<file path="config.mk">
export PLATFORM = sky130hd
export DESIGN_NAME = instr_encoder
export DESIGN_NICKNAME = d
export VERILOG_FILES = /design/src/rtl/instr_encoder.sv
export SDC_FILE = /design/constraint.sdc
export NUM_CORES = 1
export LEC_CHECK = 0
export ABC_AREA = 1
export CORE_UTILIZATION = 45
export CTS_CLUSTER_DIAMETER = 40
export DETAILED_ROUTE_END_ITERATION = 6
export MAX_ROUTING_LAYER = met4
export PLACE_DENSITY = 0.68
export RECOVER_POWER = 50
export SLEW_MARGIN = 30
export SYNTH_ARGS = -nofsm -noshare
export SYNTH_HDL_FRONTEND = slang
export SYNTH_SLANG_ARGS = --single-unit
</file>
<file path="constraint.sdc">
create_clock -name clk -period 7.1 [get_ports clk]
set_input_delay 0.71 -clock clk [delete_from_list [all_inputs] [get_ports clk]]
set_output_delay 0.71 -clock clk [all_outputs]
set_load 0.005 [all_outputs]
</file>
<file path="src/rtl/instr_encoder.sv">
// instr_encoder: packs operation requests (op, rd, rs1, rs2, imm) into RV32I instruction
// words (ADD/SUB/OR/AND, ADDI/ORI/ANDI, LW, SW), buffers them in a small FIFO and streams
// them to the instruction-memory loader together with a byte address.
//
// Ports:
//   clk, reset      clock (rising edge), asynchronous active-high reset
//   flush           synchronous clear of FIFO and address counter (err_count kept)
//   in_valid/ready  request handshake; in_ready = !full
//   in_op           0 ADD,1 SUB,2 OR,3 AND,4 ADDI,5 ORI,6 ANDI,7 LW,8 SW, 9-15 illegal
//   in_rd/rs1/rs2   register fields
//   in_imm          12-bit immediate (I-type, LW, SW)
//   out_valid/ready output handshake for the word at the FIFO head
//   out_instr       encoded word at the head (0 while empty)
//   out_addr        byte address labelling the head word
//   err_illegal     one-cycle pulse after an illegal op was consumed
//   err_count       saturating count of consumed illegal ops
module instr_encoder #(
  parameter int unsigned       DEPTH     = 4,
  parameter int unsigned       ADDR_W    = 32,
  parameter logic [ADDR_W-1:0] BASE_ADDR = '0,
  parameter int unsigned       CNT_W     = 8
) (
  input  logic              clk,
  input  logic              reset,
  input  logic              flush,
  input  logic              in_valid,
  output logic              in_ready,
  input  logic [3:0]        in_op,
  input  logic [4:0]        in_rd,
  input  logic [4:0]        in_rs1,
  input  logic [4:0]        in_rs2,
  input  logic [11:0]       in_imm,
  output logic              out_valid,
  input  logic              out_ready,
  output logic [31:0]       out_instr,
  output logic [ADDR_W-1:0] out_addr,
  output logic              err_illegal,
  output logic [CNT_W-1:0]  err_count
);

  localparam int unsigned    PTR_W    = (DEPTH > 1) ? $clog2(DEPTH) : 1;
  localparam logic [PTR_W:0] FULL_CNT = (PTR_W + 1)'(DEPTH);

  // Request op codes
  localparam logic [3:0] OP_ADD  = 4'd0;
  localparam logic [3:0] OP_SUB  = 4'd1;
  localparam logic [3:0] OP_OR   = 4'd2;
  localparam logic [3:0] OP_AND  = 4'd3;
  localparam logic [3:0] OP_ADDI = 4'd4;
  localparam logic [3:0] OP_ORI  = 4'd5;
  localparam logic [3:0] OP_ANDI = 4'd6;
  localparam logic [3:0] OP_LW   = 4'd7;
  localparam logic [3:0] OP_SW   = 4'd8;

  // RV32I major opcodes
  localparam logic [6:0] OPC_R     = 7'b0110011;
  localparam logic [6:0] OPC_I     = 7'b0010011;
  localparam logic [6:0] OPC_LOAD  = 7'b0000011;
  localparam logic [6:0] OPC_STORE = 7'b0100011;

  localparam logic [2:0] F3_ADD  = 3'b000;
  localparam logic [2:0] F3_OR   = 3'b110;
  localparam logic [2:0] F3_AND  = 3'b111;
  localparam logic [2:0] F3_WORD = 3'b010;
  localparam logic [6:0] F7_BASE = 7'b0000000;
  localparam logic [6:0] F7_SUB  = 7'b0100000;

  // ---------------------------------------------------------------------------
  // Encoder
  // ---------------------------------------------------------------------------
  logic [31:0] enc_word;
  logic        enc_legal;

  always_comb begin
    enc_word  = '0;
    enc_legal = 1'b1;
    case (in_op)
      OP_ADD:  enc_word = {F7_BASE, in_rs2, in_rs1, F3_ADD, in_rd, OPC_R};
      OP_SUB:  enc_word = {F7_SUB,  in_rs2, in_rs1, F3_ADD, in_rd, OPC_R};
      OP_OR:   enc_word = {F7_BASE, in_rs2, in_rs1, F3_OR,  in_rd, OPC_R};
      OP_AND:  enc_word = {F7_BASE, in_rs2, in_rs1, F3_AND, in_rd, OPC_R};
      OP_ADDI: enc_word = {in_imm, in_rs1, F3_ADD, in_rd, OPC_I};
      OP_ORI:  enc_word = {in_imm, in_rs1, F3_OR,  in_rd, OPC_I};
      OP_ANDI: enc_word = {in_imm, in_rs1, F3_AND, in_rd, OPC_I};
      OP_LW:   enc_word = {in_imm, in_rs1, F3_WORD, in_rd, OPC_LOAD};
      OP_SW:   enc_word = {in_imm[11:5], in_rs2, in_rs1, F3_WORD, in_imm[4:0], OPC_STORE};
      default: enc_legal = 1'b0;
    endcase
  end

  // ---------------------------------------------------------------------------
  // FIFO state
  // ---------------------------------------------------------------------------
  logic [31:0]       mem [DEPTH];
  logic [PTR_W-1:0]  wr_ptr_q, wr_ptr_d;
  logic [PTR_W-1:0]  rd_ptr_q, rd_ptr_d;
  logic [PTR_W:0]    count_q, count_d;
  logic [ADDR_W-1:0] addr_q, addr_d;
  logic              err_q, err_d;
  logic [CNT_W-1:0]  err_cnt_q, err_cnt_d;

  logic full, empty, accept, push, pop, illegal_acc;

  // Readiness comes only from registered occupancy, so a full FIFO refuses a push even
  // when a pop happens in the same cycle.
  assign full        = (count_q == FULL_CNT);
  assign empty       = (count_q == '0);
  assign accept      = in_valid & ~full;
  assign push        = accept & enc_legal & ~flush;
  assign pop         = ~empty & out_ready & ~flush;
  // Illegal ops still consume the handshake; they are counted even during a flush.
  assign illegal_acc = accept & ~enc_legal;

  always_comb begin
    wr_ptr_d  = wr_ptr_q;
    rd_ptr_d  = rd_ptr_q;
    count_d   = count_q;
    addr_d    = addr_q;
    err_d     = illegal_acc;
    err_cnt_d = err_cnt_q;

    if (illegal_acc && (err_cnt_q != '1)) begin
      err_cnt_d = err_cnt_q + CNT_W'(1);
    end

    if (flush) begin
      wr_ptr_d = '0;
      rd_ptr_d = '0;
      count_d  = '0;
      addr_d   = BASE_ADDR;
    end else begin
      if (push) begin
        wr_ptr_d = wr_ptr_q + PTR_W'(1);
      end
      if (pop) begin
        rd_ptr_d = rd_ptr_q + PTR_W'(1);
        addr_d   = addr_q + ADDR_W'(4);
      end
      case ({push, pop})
        2'b10:   count_d = count_q + (PTR_W + 1)'(1);
        2'b01:   count_d = count_q - (PTR_W + 1)'(1);
        default: count_d = count_q;
      endcase
    end
  end

  always_ff @(posedge clk or posedge reset) begin
    if (reset) begin
      wr_ptr_q  <= '0;
      rd_ptr_q  <= '0;
      count_q   <= '0;
      addr_q    <= BASE_ADDR;
      err_q     <= 1'b0;
      err_cnt_q <= '0;
    end else begin
      wr_ptr_q  <= wr_ptr_d;
      rd_ptr_q  <= rd_ptr_d;
      count_q   <= count_d;
      addr_q    <= addr_d;
      err_q     <= err_d;
      err_cnt_q <= err_cnt_d;
    end
  end

  // Storage needs no reset: out_instr is masked while the FIFO is empty.
  always_ff @(posedge clk) begin
    if (push) begin
      mem[wr_ptr_q] <= enc_word;
    end
  end

  // ---------------------------------------------------------------------------
  // Outputs
  // ---------------------------------------------------------------------------
  assign in_ready    = ~full;
  assign out_valid   = ~empty;
  assign out_instr   = empty ? 32'h0 : mem[rd_ptr_q];
  assign out_addr    = addr_q;
  assign err_illegal = err_q;
  assign err_count   = err_cnt_q;

endmodule

</file>
# == Word-level counts from Yosys, hierarchy flattened ==
# Memory sizes are Yosys's and may differ from the RTL's.
# Index checks and enable logic that the tools add are counted.
# W data, S select, Z words.
# totals
ff_bits,48
mem_bits_rw,128
inputBits,36
output_inout_bits,75
wordCells,55
n_memories,1
# classes
n_addsub,6
n_eq_ne,12
muxes,13
bitwise,10
reduce_logical,7
# mem_list
memory,words,word_bits,rd,rd_ports_with_merged_regs,write_ports,line_no,rtl
mem,4,32,1,0,1,94,logic [31:0] mem [DEPTH];
# ops
cell,n
$pmux W32 S9,1
$mux W32,3
$add A32 B3 Y32 const B,1
$eq A4 B3 Y1 const B,4
$reduce_or A9 Y1,1
$add A8 B1 Y8 const B,1
$eq A4 B2 Y1 const B,2
$mux W2,4
$ne A8 B8 Y1 const B,1
$and A1 B1 Y1,6
$pmux W3 S2,1
$add A2 B1 Y2 const B,2
$eq A4 B1 Y1 const B,1
$eq A4 B4 Y1 const B,1
$logic_not A4 Y1,1
$not A1 Y1,4
$reduce_bool A2 Y1,2
$add A3 B1 Y3 const B,1
$eq A3 B3 Y1 const B,1
$logic_not A3 Y1,1
$mux W1,3
$mux W3,1
$reduce_bool A3 Y1,1
$sub A3 B1 Y3 const B,1
3 further kinds,3

# == Depth between registers and ports, before layout ==
# depth
word_depth,8
depth_mapped,14
mapped_depth_nobuf,14

# == Worst setup path before layout ==
# OpenSTA, ideal clock, no wires.
# synth_path
path_type,input -> register
startpoint,input port in_op[0]
endpoint,memory mem[0][10] (enable)
setup_time_ns,0.413
t_arrival_ns,2.517
required_ns,6.687
path_slack_ns,4.170
cell_stages,5
n_path_buf,0
cell_sequence,nor2_1 -> nand2_4 -> nand2_4 -> nand3_1 -> nor2_1
# synth_via
elab_chain_cells,7
word_cells_on_any_way,15
cone_classes,eq/ne (8); mux (3); bitwise (2); reduce/logical (2)
# synth_lines
item,line_no,rtl
"start, declared",28,"input logic [3:0] in_op,"
"$eq A4 B4 Y1, or another cell as far along",77,case (in_op)
$reduce_or A9 Y1 (no line) (*),n/a,
$mux W1 (*),77,
$and A1 B1 Y1 (*) (2 in a row),109,assign push = accept & enc_legal & ~flush;
$mux W1 (*),167,if (push) begin
$mux W1 (not written as such) (*),168,mem[wr_ptr_q] <= enc_word;
"end, declared",94,
# Mark *: on every way between the ends. The rest lies on a longest branch, timed or not.

# == Worst setup path after layout ==
# layout_path
startpoint,register rd_ptr_q[0]
endpoint,output port out_instr[28]
# layout_via
elab_chain_cells,2
# layout_lines
item,line_no,rtl
"start, declared",96,"logic [PTR_W-1:0] rd_ptr_q, rd_ptr_d;"
"start signal, assigned",157,rd_ptr_q <= rd_ptr_d;
$mem_v2 Z4 W32,n/a,
$mux W32,177,assign out_instr = empty ? 32'h0 : mem[rd_ptr_q];
"end, declared",35,"output logic [31:0] out_instr,"
# No other way between the ends.

==> metrics.yaml <==
status: "finished, violations left"
violations: "capacitance limit, slew limit"
synth-seq-cells: 158
wl_per_cell_um: 15.3
num-fill-cells: 1466
timing.hold.ws_ns: 0.530
drt_iter0_markers: 401
endpoint_kind: "output pin"
dieArea_sq_um: 17300
worstHoldEndpoint: "out_addr[31]"
grt_pass1_wl_um: 28400
avgViaCountPerCell: 5.04
antenna_found_initial: 0
clk_pin_slew_worst_paths_ns: 0.06
core_sq_um: 16500
area_delta_synth_final_pct: 22.8
cts_tree: "built"
p_leak_nw: 3.80
drive_above_1_share_pct: 5.42
final_net_count: 971
critical_path_arrival_ns: 3.63
grt-ovfl-total: 0
gp_congestion: 0.875
ir_drop_mv: 0.227
grt_max_degree: 59
rsz0062_at_grt: "false"
final.setup.tns_ns: 0
crit_fanout: 58
yosys_warnings: 0
numCtsBuffers: 17
vias: 5854
track_usage_pct: 22.0
syn_area_sq_um: 7560
die_w_um: 132
critPathRequiredTime_ns: 6.39
first_pass_iters: 4
port_buffers: 105
ctsResizeCount: 0
synth_cell_type_count: 34
relSlewSlack_pct: -39.3
avgSynthCellArea_sq_um: 9.15
r2r_slack_ns: 4.75
fin_crit_ns: 4.34
postCtsHoldBufs: 0
yosysSeqAreaShare_pct: 59.7
comb_power_share_pct: 26.6
powerDensity_nw_per_um2: 290
p_int_mw: 1.87
routed_wl_um: 17700
seqPwrFrac_pct: 41.6
cts_root_buffer: "clkbuf_16"
ff2ff_path_depth: 13
r2r-end: "count_q[2]"
rows: 47
switching_share_pct: 30.7
die_h_um: 132
ioPinCount: 111
hold_viol_final: 0
htreeDepth: 4
min_from: "out_addr[31]"
syn_inst: 826
cts.path.max_buffers: 2
power.switching_mw: 0.828
hold_path.class: "register to register"
timing.rr.start: "count_q[0]"
ant_nets: 0
cap_violations: 3
start_kind: "register"
place_hpwl_um: 11500
num_antenna_cells: 0
power.clock.fraction_pct: 31.8
post_cts_buffers: 0
dpl.cell_count: 1129
grt_pass1_vias: 5516
drv_slew: 139
fmax_mhz: 231
period_share_pct: 61.1
final_cells: 1161
critPathKind: "register to output pin"
remaining_drc_errors: 0
setup_viol: 0
holdPathStages: 2
cts_sinks: 158
skew_ns: 0.00741
tightest_slew_ns: 2.08
initial_utilization_pct: 45.9
clk_latency_ns: 0.42
-- critical path, stage by stage, from the launching register on --
cell             delay [ns]
dfrtp_4                0.72
inv_1                  1.23
o21ai_0                0.45
a21oi_1                0.24
clkdlybuf4s50_1        0.52
-- power by group through the flow --
stage / sequential, mW / clock, mW / combinational, mW
6_report: 1.12 / 0.856 / 0.717
5_1_grt: 1.13 / 0.913 / 0.792
4_1_cts: 1.12 / 0.868 / 0.747
3_5_place_dp: 1.14 / 0 / 0.745
3_3_place_gp: 1.14 / 0 / 0.740
2_1_floorplan: 1.09 / 0 / 0.401
-- registers in the layout (all words and copies together), names as in the netlist --
register / flops
err_illegal: 1
wr_ptr_q: 2
rd_ptr_q: 2
count_q: 3
err_count: 8
out_addr: 30
mem: 112
-- logic make-up after synthesis --
logic type / count (synthesis) / synth area share [%]
simple gates: 412 / 23.3
compound gates: 126 / 8.52
fa+ha+maj: 7 / 1.26
other cells: 1 / 0.0496
flops: 158 / 59.7
xor+xnor: 8 / 1.03
buf+inv: 114 / 6.08
-- worst max path at each step --
stage	end	start	cells after the start	slack, ns
5_1_grt	out_instr[31]	rd_ptr_q[0]	4	2.49
2_1_floorplan	mem[0][10]	in_op[0]	5	4.17
3_3_place_gp	out_instr[23]	rd_ptr_q[1]	5	3.32
6_report	out_instr[28]	rd_ptr_q[0]	4	2.76
3_5_place_dp	out_instr[0]	rd_ptr_q[0]	4	3.77
4_1_cts	out_instr[0]	rd_ptr_q[0]	4	3.34
-- layer usage --
metal | vias up | track usage, % | part of all wire (%)
met5 | - | - | 0
li1 | 2909 | - | -
met4 | 0 | 8.40 | 2.3
met3 | 35 | 4.40 | 4.6
met2 | 161 | 33.6 | 47
met1 | 2749 | 28.9 | 46
-- cell type report --
class                      instances  area, sq um  share of cell area [%]
sequential                       158         4520                    48.7
multi-input combinational        558         2530                    27.2
timing repair buffer             110         1080                    11.7
clock buffer                      17          425                    4.58
inverter                          83          313                    3.37
tap                              220          275                    2.97
clock inverter                    15          136                    1.47
-- Yosys cell counts --
| library cell | instances | area share (%) |
|---|---|---|
| nor2_1 | 198 | 9.8 |
| nand2_1 | 143 | 7.1 |
| edfxtp_1 | 112 | 44 |
| inv_1 | 80 | 4.0 |
| o21ai_0 | 80 | 5.3 |
| dfrtp_1 | 46 | 15 |
| a21oi_1 | 40 | 2.6 |
| nand3_1 | 31 | 2.1 |
| clkbuf_1 | 13 | 0.65 |
| nand4_1 | 13 | 1.1 |
| nand2_4 | 8 | 1.2 |
| buf_2 | 7 | 0.46 |
| buf_4 | 6 | 0.60 |
| ha_1 | 6 | 0.99 |
| buf_1 | 5 | 0.25 |
| nor2_4 | 5 | 0.74 |
| nor3_1 | 4 | 0.26 |
| xor2_1 | 4 | 0.46 |
| inv_2 | 3 | 0.15 |
| nand3b_1 | 3 | 0.30 |
| xnor2_1 | 3 | 0.35 |
| and3_1 | 2 | 0.17 |
| nand2_2 | 2 | 0.17 |
| o31ai_1 | 2 | 0.20 |
| a21boi_0 | 1 | 0.099 |
| a22o_1 | 1 | 0.12 |
| conb_1 | 1 | 0.050 |
| fa_1 | 1 | 0.26 |
| nor2_2 | 1 | 0.083 |
| nor2_8 | 1 | 0.26 |
| nor3b_1 | 1 | 0.099 |
| o21ai_1 | 1 | 0.066 |
| o21bai_1 | 1 | 0.099 |
| xor2_2 | 1 | 0.22 |
-- layout by cell type (no fill, tap or decap), drive strengths merged, types with 5 or more instances in the layout --
cell type	synthesis	layout
a21oi	40	40
clkbuf	13	18
clkdlybuf4s50	0	60
clkinv	0	7
conb	1	5
dfrtp	46	46
dlygate4sd3	0	45
edfxtp	112	112
ha	6	6
inv	83	86
nand2	153	153
nand3	31	31
nand4	13	13
nor2	205	205
o21ai	81	81
xor2	5	5
-- per-stage QoR --
step                      cell area (sq um)  total power, mW  setup slack [ns]  utilization (%)
after floorplan                        7570             1.49              4.17                -
after global placement                 8800             1.88              3.32             53.4
after detailed placement               8810             1.88              3.77             53.5
after CTS                              9370             2.74              3.34             56.9
after global routing                   9280             2.84              2.49             56.4
final                                  9280             2.69              2.76             56.4
No activity file was read; power rests on OpenSTA's default activity.
